## config.mk

```make
export PLATFORM = sky130hd
export DESIGN_NAME = mem_port_arbiter
export DESIGN_NICKNAME = d
export VERILOG_FILES = /design/src/rtl/mem_port_arbiter.sv
export SDC_FILE = /design/constraint.sdc
export NUM_CORES = 1
export LEC_CHECK = 0
export CAP_MARGIN = 20
export CORE_MARGIN = 2
export CORE_UTILIZATION = 35
export CTS_CLUSTER_SIZE = 25
export DETAILED_ROUTE_END_ITERATION = 6
export PLACE_DENSITY = 0.72
export SLEW_MARGIN = 20
export SYNTH_ARGS = -nofsm -noshare
export SYNTH_HDL_FRONTEND = slang
export SYNTH_SLANG_ARGS = --single-unit
```

## constraint.sdc

```tcl
create_clock -name clk -period 2.31 [get_ports clk]
set_clock_uncertainty 0.15 [all_clocks]
set_input_delay 0.5775 -clock clk [delete_from_list [all_inputs] [get_ports clk]]
set_output_delay 0.5775 -clock clk [all_outputs]
set_load 0.01 [all_outputs]
```

## src/rtl/mem_port_arbiter.sv

```systemverilog
// Two-requester round-robin arbiter for the core's single memory port.
// Serialises accesses over a req/ack memory handshake; a watchdog turns hung accesses into error completions.
module mem_port_arbiter #(
    parameter int ADDR_W  = 32,
    parameter int DATA_W  = 32,
    parameter int TIMEOUT = 255
) (
    input  logic              clk,
    input  logic              reset,
    input  logic              r0_req,
    input  logic              r0_we,
    input  logic [ADDR_W-1:0] r0_addr,
    input  logic [DATA_W-1:0] r0_wdata,
    output logic              r0_gnt,
    output logic              r0_done,
    output logic              r0_err,
    output logic [DATA_W-1:0] r0_rdata,
    input  logic              r1_req,
    input  logic              r1_we,
    input  logic [ADDR_W-1:0] r1_addr,
    input  logic [DATA_W-1:0] r1_wdata,
    output logic              r1_gnt,
    output logic              r1_done,
    output logic              r1_err,
    output logic [DATA_W-1:0] r1_rdata,
    output logic              m_req,
    output logic              m_we,
    output logic [ADDR_W-1:0] m_addr,
    output logic [DATA_W-1:0] m_wdata,
    input  logic              m_ack,
    input  logic [DATA_W-1:0] m_rdata,
    output logic              busy
);

    // Counter only has to reach TIMEOUT-1.
    localparam int CNT_W = (TIMEOUT > 2) ? $clog2(TIMEOUT) : 1;
    localparam logic [CNT_W-1:0] CNT_LAST = CNT_W'((TIMEOUT > 0) ? TIMEOUT - 1 : 0);

    typedef enum logic [1:0] {ST_IDLE, ST_WAIT, ST_DONE} state_t;

    state_t            state_reg, state_next;
    logic              owner_reg;
    logic              last_reg;
    logic [CNT_W-1:0]  cnt_reg;
    logic              m_req_reg;
    logic              m_we_reg;
    logic [ADDR_W-1:0] m_addr_reg;
    logic [DATA_W-1:0] m_wdata_reg;

    logic select;
    logic pick;
    logic ack_hit;
    logic tmo_hit;

    always_ff @(posedge clk or negedge reset) begin
        if (!reset) state_reg <= ST_IDLE;
        else        state_reg <= state_next;
    end

    always_comb begin
        state_next = state_reg;
        select     = 1'b0;
        ack_hit    = 1'b0;
        tmo_hit    = 1'b0;
        // On a tie the requester that did not go last wins.
        pick       = (r0_req && r1_req) ? ~last_reg : r1_req;
        case (state_reg)
            ST_IDLE: begin
                if (r0_req || r1_req) begin
                    select     = 1'b1;
                    state_next = ST_WAIT;
                end
            end
            ST_WAIT: begin
                ack_hit = m_ack;
                tmo_hit = (TIMEOUT != 0) && !m_ack && (cnt_reg == CNT_LAST);
                if (ack_hit || tmo_hit) state_next = ST_DONE;
            end
            ST_DONE: state_next = ST_IDLE;
            default: state_next = ST_IDLE;
        endcase
    end

    always_ff @(posedge clk or negedge reset) begin
        if (!reset) begin
            owner_reg   <= 1'b0;
            last_reg    <= 1'b1;
            cnt_reg     <= '0;
            m_req_reg   <= 1'b0;
            m_we_reg    <= 1'b0;
            m_addr_reg  <= '0;
            m_wdata_reg <= '0;
        end else if (select) begin
            owner_reg   <= pick;
            last_reg    <= pick;
            cnt_reg     <= '0;
            m_req_reg   <= 1'b1;
            m_we_reg    <= pick ? r1_we    : r0_we;
            m_addr_reg  <= pick ? r1_addr  : r0_addr;
            m_wdata_reg <= pick ? r1_wdata : r0_wdata;
        end else if (state_reg == ST_WAIT) begin
            if (ack_hit || tmo_hit) m_req_reg <= 1'b0;
            else                    cnt_reg   <= cnt_reg + CNT_W'(1);
        end
    end

    generate
        for (genvar gi = 0; gi < 2; gi++) begin : g_req
            logic              done_reg;
            logic              err_reg;
            logic [DATA_W-1:0] rdata_reg;
            logic              is_owner;

            assign is_owner = (owner_reg == 1'(gi));

            always_ff @(posedge clk or negedge reset) begin
                if (!reset) begin
                    done_reg  <= 1'b0;
                    err_reg   <= 1'b0;
                    rdata_reg <= '0;
                end else begin
                    done_reg <= is_owner && (ack_hit || tmo_hit);
                    err_reg  <= is_owner && tmo_hit;
                    // Writes leave the read-data register untouched.
                    if (is_owner && ack_hit && !m_we_reg) rdata_reg <= m_rdata;
                    else if (is_owner && tmo_hit)         rdata_reg <= '0;
                end
            end
        end
    endgenerate

    assign r0_done  = g_req[0].done_reg;
    assign r0_err   = g_req[0].err_reg;
    assign r0_rdata = g_req[0].rdata_reg;
    assign r1_done  = g_req[1].done_reg;
    assign r1_err   = g_req[1].err_reg;
    assign r1_rdata = g_req[1].rdata_reg;

    assign busy    = (state_reg != ST_IDLE);
    assign r0_gnt  = busy && (state_reg != ST_IDLE) && !owner_reg;
    assign r1_gnt  = busy && owner_reg;
    assign m_req   = m_req_reg;
    assign m_we    = m_we_reg;
    assign m_addr  = m_addr_reg;
    assign m_wdata = m_wdata_reg;

endmodule

```

==> impl_metrics.yaml, run 1 <==
worst_setup_path:
  cp.required_ns: 1.58
  critPathMaxFanout: 6
  start_kind: "flop"
  worstPathArrival_ns: 1.45
  end_kind: "output port"
  critical_path_class: "flop to output port"
die:
  die_area_mm2: 0.0200
  std_cell_rows: 50
  fp.dieW_um: 142
  core_mm2: 0.0186
  pin_count: 304
  die_y_um: 142
  start_util: 0.355
timing:
  fin_crit_sh: 0.942
  rsz0062_at_grt: "false"
  setup_viol: 0
  slew_headroom: 0.716
  fin_crit_ns: 2.17
  hold_violations: 0
  maxClockFrequency_mhz: 460
  tightest_slew_ns: 0.425
  drv_slew: 0
flow_run:
  maxCapViolations: 0
cts:
  cts_buffers: 17
  clk_path_buf_depth: 2
  cts_sinks: 146
  cts_setup_buffers: 0
  clk_latency_ns: 0.41
  cts_tree: "yes"
  h-tree-depth: 4
  clockRootBuffer: "clkbuf_16"
  clk_pin_slew_ns: 0.06
power:
  leakagePower_nw: 4.28
  p_total_mw: 13.3
  power.density_mw_per_mm2: 1230
  peakVddDrop_mv: 0.695
layout:
  stdcell_area_mm2: 0.0108
  area_delta_synth_final_pct: 62.5
  final_cells: 1070
  final_nets: 991
  drive_above_1_share: 0.160
grt:
  grt_max_degree: 70
  grt_pass1_wl_um: 31500
  grt_usage: 0.202
  antenna_found_initial: 1
  gr-total-overflow: 0
  grt_pass1_vias: 5913
synth:
  netlist.top_cell.by_area: "dfrtp_1"
  synth-warning-count: 0
  async_flop_share: 1.00
  synth_edf_count: 0
  synth-main-ff-cell: "dfrtp_1"
  synth_fp_nets: 678
  syn_inst: 509
  yosysSeqAreaShare: 0.552
  synth_cell_types: 39
  syn_area_per_cell_um2: 13.0
  ys_ff_latch: 146
  synth_area_mm2: 0.00662
  synth_top_area_frac: 0.548
  ys_top_cells_by_area: "dfrtp_1 55%, mux2_1 12%, mux2_2 10%"
placed_design:
  placed_area_mm2: 0.0102
  hpwl_um: 15300
  dp.cells: 1036
  gp_congestion: 0.826
  port_buffers: 303
drt:
  totalWireLength_um: 20800
  firstDrtPassIters: 4
  drt_iter0_markers: 272
  dr_total_vias: 5550
  vias_per_cell: 5.19
  drc: 0
  avgRoutedWirePerCell_um: 19.4
  ant_nets: 0
min_path:
  hp-class: "flop to flop"
status:
  outcome: "finished clean"
==> cells in the mapped netlist, drive strengths merged (2+ instances only) <==
library cell / count
a211oi: 4
a21oi: 5
a31oi: 2
a41oi: 2
and3: 2
and4: 2
buf: 21
clkbuf: 19
dfrtp: 145
ha: 2
inv: 3
mux2: 130
mux2i: 3
nand2: 4
nand3: 3
nand4bb: 2
nor2: 8
nor3: 3
nor4: 3
o21ai: 71
o2bb2ai: 64
==> logic make-up after synthesis <==
logic type	count (synthesis)	synth area share
adder cells (fa/ha/maj)	2	0.00378
multiplexers	133	0.226
AO/OA/AOI/OAI	150	0.153
buffers and inverters	43	0.0302
AND/OR/NAND/NOR	35	0.0353
flip-flops	146	0.552
==> final timing paths <==
kind / startpoint / end / slack (ns) / cells past startpoint
setup / recovery: state_reg[1] / busy / 0.14 / 3
setup reg to reg: state_reg[0] / r1_rdata[19] / 0.28 / 5
max in group asynchronous: reset / last_reg / 0.94 / 3
hold / removal: m_addr[12] / m_addr[12] / 0.34 / 1
hold reg to reg: m_addr[12] / m_addr[12] / 0.34 / 1
min in group asynchronous: reset / r1_rdata[17] / 0.42 / 2
==> metrics by stage <==
step	hold WS, ns	TNS [ns]	setup WS (ns)	utilization
4_1_cts	0.344	0	0.135	0.577
6_report	0.338	0	0.135	0.577
2_1_floorplan	0.132	0	0.246	-
3_5_place_dp	0.279	-20.06	-0.194	0.545
5_1_grt	0.356	0	0.0874	0.577
3_3_place_gp	0.273	-16.88	-0.185	0.545
==> repair_timing <==
item / CTS / global route
gates resized for setup: 6 / 0
hold buffers: 1 / 0
endpoints found under the setup margin: 3 / 0
hold endpoints to repair: 16 / 0
==> layout by cell type, fill, tap and decap left out, drive strengths merged, types with 3 or more instances in the layout <==
| cell | count |
|---|---|
| a211oi | 4 |
| a21oi | 5 |
| buf | 31 |
| clkbuf | 26 |
| clkdlybuf4s50 | 299 |
| clkinv | 3 |
| dfrtp | 145 |
| dlygate4sd2 | 3 |
| inv | 4 |
| mux2 | 130 |
| mux2i | 3 |
| nand2 | 4 |
| nand3 | 3 |
| nor2 | 8 |
| nor3 | 3 |
| nor4 | 3 |
| o21ai | 71 |
| o2bb2ai | 64 |
==> per-layer routing <==
| layer | global-route usage | wire length, µm | vias to the layer above |
|---|---|---|---|
| met1 | 0.230 | 7900 | 2747 |
| met4 | 0.0616 | 394 | 0 |
| met3 | 0.0668 | 1730 | 27 |
| met5 | 0 | 0 | - |
| li1 | - | - | 2555 |
| met2 | 0.362 | 10800 | 221 |
==> cell type report <==
| type | instances | area [µm²] |
|---|---|---|
| Clock inverter | 6 | 42.5 |
| Antenna cell | 1 | 2.50 |
| Clock buffer | 26 | 539 |
| Fill cell | 1503 | 7880 |
| Sequential cell | 146 | 3660 |
| Inverter | 3 | 11.3 |
| Timing Repair Buffer | 334 | 3400 |
| Tap cell | 234 | 293 |
| Multi-Input combinational cell | 320 | 2810 |
==> worst max-delay path: stages, from the launching register on <==
cell           delay [ns]
dfrtp_2              0.45
nor2_4               0.17
inv_2                0.09
dlygate4sd2_1        0.32
==> power by group <==
group / internal, mW / switching (mW) / leakage, nW
Clock: 1.61 / 1.05 / 0.285
Sequential: 3.76 / 0.678 / 1.79
Combinational: 3.57 / 2.61 / 2.21
No activity file was read; power rests on OpenSTA's default activity.
==> run 2, diff against run 1 <==
- CORE_UTILIZATION: 35 -> 42
- PLACE_DENSITY: 0.72 -> 0.83
==> run 2 against run 1 <==
First-iteration DRC count is 15% lower. Critical path depth grew 1. Via count up 0.40%. Non-clock buffer count did not move. Core utilization is 12 points higher. Flip-flop and latch count unchanged. Register-to-register slack better by 0.04 ns. Count of clock-buffer cells in the layout down 3. Sequential power barely moved. Combinational power increased by 0.6%. Clock power increased by 3%. Cell area is 0.21% lower.
==> impl_metrics.yaml, run 2 (same netlist as run 1, synthesis figures left out) <==
worst_setup_path:
  end_kind: "output port"
  setup.worst_path.start: "state_reg[1]"
  crit_family: "buffers and inverters"
  start_kind: "flop"
  cp_num_buf_inv: 3
  critical_path_class: "flop to output port"
  reg2reg_from: "state_reg[0]"
  critPathMaxFanout: 6
  cp_slowest_cell: "dfrtp_2"
  worstPathArrival_ns: 1.50
  cp.required_ns: 1.58
  max_stage_delay_ns: 0.44
  crit_chain: "nor2_4, buf_4, inv_2, dlygate4sd2_1"
layout:
  final_cell_mix: "299 x clkdlybuf4s50_1, 143 x dfrtp_1, 70 x mux2_1, 64 x o2bb2ai_1, 60 x mux2_2"
  final_common_cell: "clkdlybuf4s50_1"
  area_delta_synth_final_pct: 62.1
  fillers: 1103
  final_cells: 1047
  drive_above_1_share: 0.159
  utilization: 0.701
  final_nets: 991
grt:
  grt_max_degree: 63
  grt_pass1_vias: 5786
  grt_usage: 0.248
  grt_pass1_wl_um: 31800
  gr-total-overflow: 0
  antenna_found_initial: 2
cts:
  clk_pin_slew_ns: 0.06
  clockRootBuffer: "clkbuf_16"
  cts_sinks: 146
  clk_latency_ns: 0.41
  h-tree-depth: 4
  cts_tree: "yes"
  cts_buffers: 17
  clk_path_buf_depth: 2
die:
  std_cell_rows: 45
  fp.dieW_um: 130
  die_area_mm2: 0.0168
  start_util: 0.433
  core_mm2: 0.0153
  die_y_um: 130
  pin_count: 304
placed_design:
  port_buffers: 303
  dp.cells: 1011
  gp_congestion: 0.811
  hpwl_um: 15200
power:
  peakVddDrop_mv: 0.665
  leakagePower_nw: 4.29
  power.density_mw_per_mm2: 1250
drt:
  drt_iter0_markers: 230
  routed.top_layer: "met4"
  totalWireLength_um: 20800
  wl_met2_um: 10500
  avgRoutedWirePerCell_um: 19.9
  dr_total_vias: 5572
  drc: 0
  met3WireLength_um: 1970
  ant_nets: 0
  firstDrtPassIters: 4
  wl_met1_um: 7890
  vias_per_cell: 5.32
min_path:
  hp-class: "flop to flop"
  min_from: "m_addr[5]"
timing:
  slew_headroom: 0.713
  hold_violations: 0
  setup_viol: 0
  maxClockFrequency_mhz: 450
  drv_slew: 0
  rsz0062_at_grt: "false"
  fin_crit_ns: 2.22
  fin_setup_tns_ns: 0
  tightest_slew_ns: 0.429
  fin_crit_sh: 0.963
flow_run:
  maxCapViolations: 0
status:
  outcome: "finished clean"
run 2: worst paths after layout:
check | to | slack, ns | cells past startpoint
min in group asynchronous | r1_rdata[24] | 0.47 | 2
max reg2reg | r0_rdata[9] | 0.32 | 5
max | busy | 0.09 | 4
min reg2reg | m_addr[5] | 0.34 | 1
max in group asynchronous | last_reg | 0.89 | 3
min | m_addr[5] | 0.34 | 1
run 2: cell type report:
type                            instances  area (µm²)  area share
Tap cell                              211         264      0.0246
Inverter                                3        11.3     0.00105
Timing Repair Buffer                  334        3400       0.316
Sequential cell                       146        3660       0.341
Antenna cell                            2        5.00    0.000466
Clock inverter                          8         101     0.00944
Multi-Input combinational cell        320        2810       0.262
Clock buffer                           23         488      0.0454
run 2: per-layer routing:
layer	track usage	vias to the layer above
met1	0.286	2745
met5	0	-
li1	-	2554
met2	0.424	237
met3	0.0912	36
met4	0.0904	0
run 2: worst reg2reg max path: stages (launching register included):
cell       delay [ns]
dfrtp_1          0.39
buf_4            0.16
or3b_1           0.46
nor4_4           0.36
buf_12           0.24
o2bb2ai_1        0.12
run 2: metrics by stage:
stage	setup WS (ns)	total power [mW]	instance area [µm²]	hold WS [ns]
global placement	-0.189	10.5	10100	0.317
detailed placement	-0.209	10.7	10100	0.324
floorplan	0.246	7.05	6620	0.132
finish	0.0861	13.4	10700	0.337
global route	0.0134	14.2	10700	0.348
CTS	0.000876	13.5	10700	0.339
run 2: what timing repair did:
action,in CTS,in global routing
endpoints found under the hold margin,28,0
pin swaps,1,1
hold buffers,1,0
buffers inserted,0,2
resized for setup,4,3
endpoints found under the setup margin,3,2
run 2: power breakdown:
group	switching, mW	leakage (nW)	internal [mW]
clock	1.03	0.282	1.70
sequential	0.687	1.79	3.76
combinational	2.62	2.22	3.60
==> run 3, diff against run 2 <==
- CORE_UTILIZATION: 42 -> 35
- PLACE_DENSITY: 0.83 -> 0.72
- clock period: 2.31 -> 2.7 ns (I/O delays scaled with it)
==> run 3 against run 2 <==
Die area up 19%. Core utilization down 13 points. Count of clock-buffer cells in the layout unchanged. First-iteration DRC count up 13%. Combinational power down 16%. Via count down 0.61%. Clock power down 19%. Worst hold slack worse by 0.25 ns. Flip-flop and latch count unchanged. Critical endpoint unchanged. Sequential power down 14%.
==> impl_metrics.yaml, run 3 (same netlist as run 1, synthesis figures left out) <==
timing:
  tightest_slew_ns: 0.562
  hold_violations: 0
  drv_slew: 0
  fin_setup_tns_ns: 0
  slew_headroom: 0.626
  rsz0062_at_grt: "false"
  maxClockFrequency_mhz: 384
  fin_crit_sh: 0.964
  hold_ws_ns: 0.0881
  fin_crit_ns: 2.60
  setup_viol: 0
placed_design:
  dp.cells: 1035
  gp_congestion: 0.793
  placed_area_mm2: 0.0101
  hpwl_um: 15400
  port_buffers: 303
layout:
  drive_above_1_share: 0.155
  area_delta_synth_final_pct: 60.8
  final_cells: 1067
  final_cell_mix: "302 x clkdlybuf4s50_1, 144 x dfrtp_1, 70 x mux2_1, 64 x o2bb2ai_1, 60 x mux2_2"
  stdcell_area_mm2: 0.0107
  multi_input_area_mm2: 0.00281
  final_common_cell: "clkdlybuf4s50_1"
  final_nets: 989
  fillers: 1520
  seqCellArea_mm2: 0.00366
die:
  fp.dieW_um: 142
  die_area_mm2: 0.0200
  start_util: 0.355
  pin_count: 304
  die_y_um: 142
  std_cell_rows: 50
  core_mm2: 0.0186
flow_run:
  maxCapViolations: 0
drt:
  drc: 0
  vias_per_cell: 5.19
  dr_total_vias: 5538
  avgRoutedWirePerCell_um: 19.3
  totalWireLength_um: 20500
  drt_iter0_markers: 259
  ant_nets: 0
  firstDrtPassIters: 5
cts:
  clockRootBuffer: "clkbuf_16"
  cts_buffers: 17
  cts_setup_buffers: 0
  h-tree-depth: 4
  clk_path_buf_depth: 2
  cts_sinks: 146
  cts_tree: "yes"
  clk_pin_slew_ns: 0.06
  clk_latency_ns: 0.40
worst_setup_path:
  start_kind: "flop"
  critPathMaxFanout: 6
  end_kind: "output port"
  cp.required_ns: 1.88
  worstPathArrival_ns: 1.78
  critical_path_class: "flop to output port"
grt:
  grt_max_degree: 60
  antenna_found_initial: 1
  grt_usage: 0.203
  gr-total-overflow: 0
  grt_pass1_vias: 5801
  grt_pass1_wl_um: 31700
power:
  power.density_mw_per_mm2: 1060
  p_total_mw: 11.3
  peakVddDrop_mv: 0.504
  leakagePower_nw: 4.23
min_path:
  hp-class: "primary input to async pin"
status:
  outcome: "finished clean"
[run 3: changes by cell type in the layout (fill, tap and decap cells not counted), moves of 2 or more]
cell             before  now
clkinvlp_4            3    1
dlymetal6s2s_1        2    0
buf_12               10    6
clkdlybuf4s50_1     299  302
buf_4                20   23
clkinv_4              0    2
[run 3: path summary, 6_finish.rpt]
path	from	endpoint	slack [ns]	depth (start not counted)
min	reset	r0_rdata[11]	0.09	1
min reg2reg	m_wdata[20]	m_wdata[20]	0.35	1
max reg2reg	state_reg[0]	m_addr[10]	0.74	6
min in group clk	m_wdata[20]	m_wdata[20]	0.35	1
max in group asynchronous	reset	m_wdata[7]	1.62	2
max	state_reg[0]	busy	0.1	4
[run 3: layer usage]
metal	global-route usage	part of all wire	wire length, µm	vias to the layer above
met4	0.0653	0.016	339	0
met1	0.237	0.40	8120	2713
met5	0	0	0	-
li1	-	-	-	2547
met2	0.365	0.52	10600	245
met3	0.0547	0.072	1470	33
[run 3: final cells by class]
cell class	instances	area share
repair buffers	332	0.312
multi-input cells	320	0.263
well taps	234	0.0275
clock buffers	23	0.0449
diodes	1	0.000235
flip-flops and latches	146	0.343
clock inverters	8	0.00740
inverters	3	0.00106
[run 3: repair_timing]
item	in CTS	in global routing
endpoints found under the setup margin	0	1
endpoints found under the hold margin	0	0
hold buffers	0	0
gates resized for setup	0	1
[run 3: worst max-delay path: stages, from the launching register on]
cell and delay (ns):
dfrtp_2 0.45, nor2_1 0.19, buf_4 0.17, inv_2 0.06
clkdlybuf4s50_1 0.52
[run 3: metrics by stage]
stage / setup slack (ns) / util
floorplan: 0.539 / -
global placement: 0.125 / 0.541
CTS: 0.0450 / 0.571
detailed placement: 0.0844 / 0.541
global route: 0.0100 / 0.571
finish: 0.0976 / 0.571
[run 3: report_power, final]
part           internal (mW)  leakage, nW  switching (mW)
Sequential              3.22         1.79           0.595
Combinational           3.03         2.17            2.21
Clock                   1.34        0.273           0.867
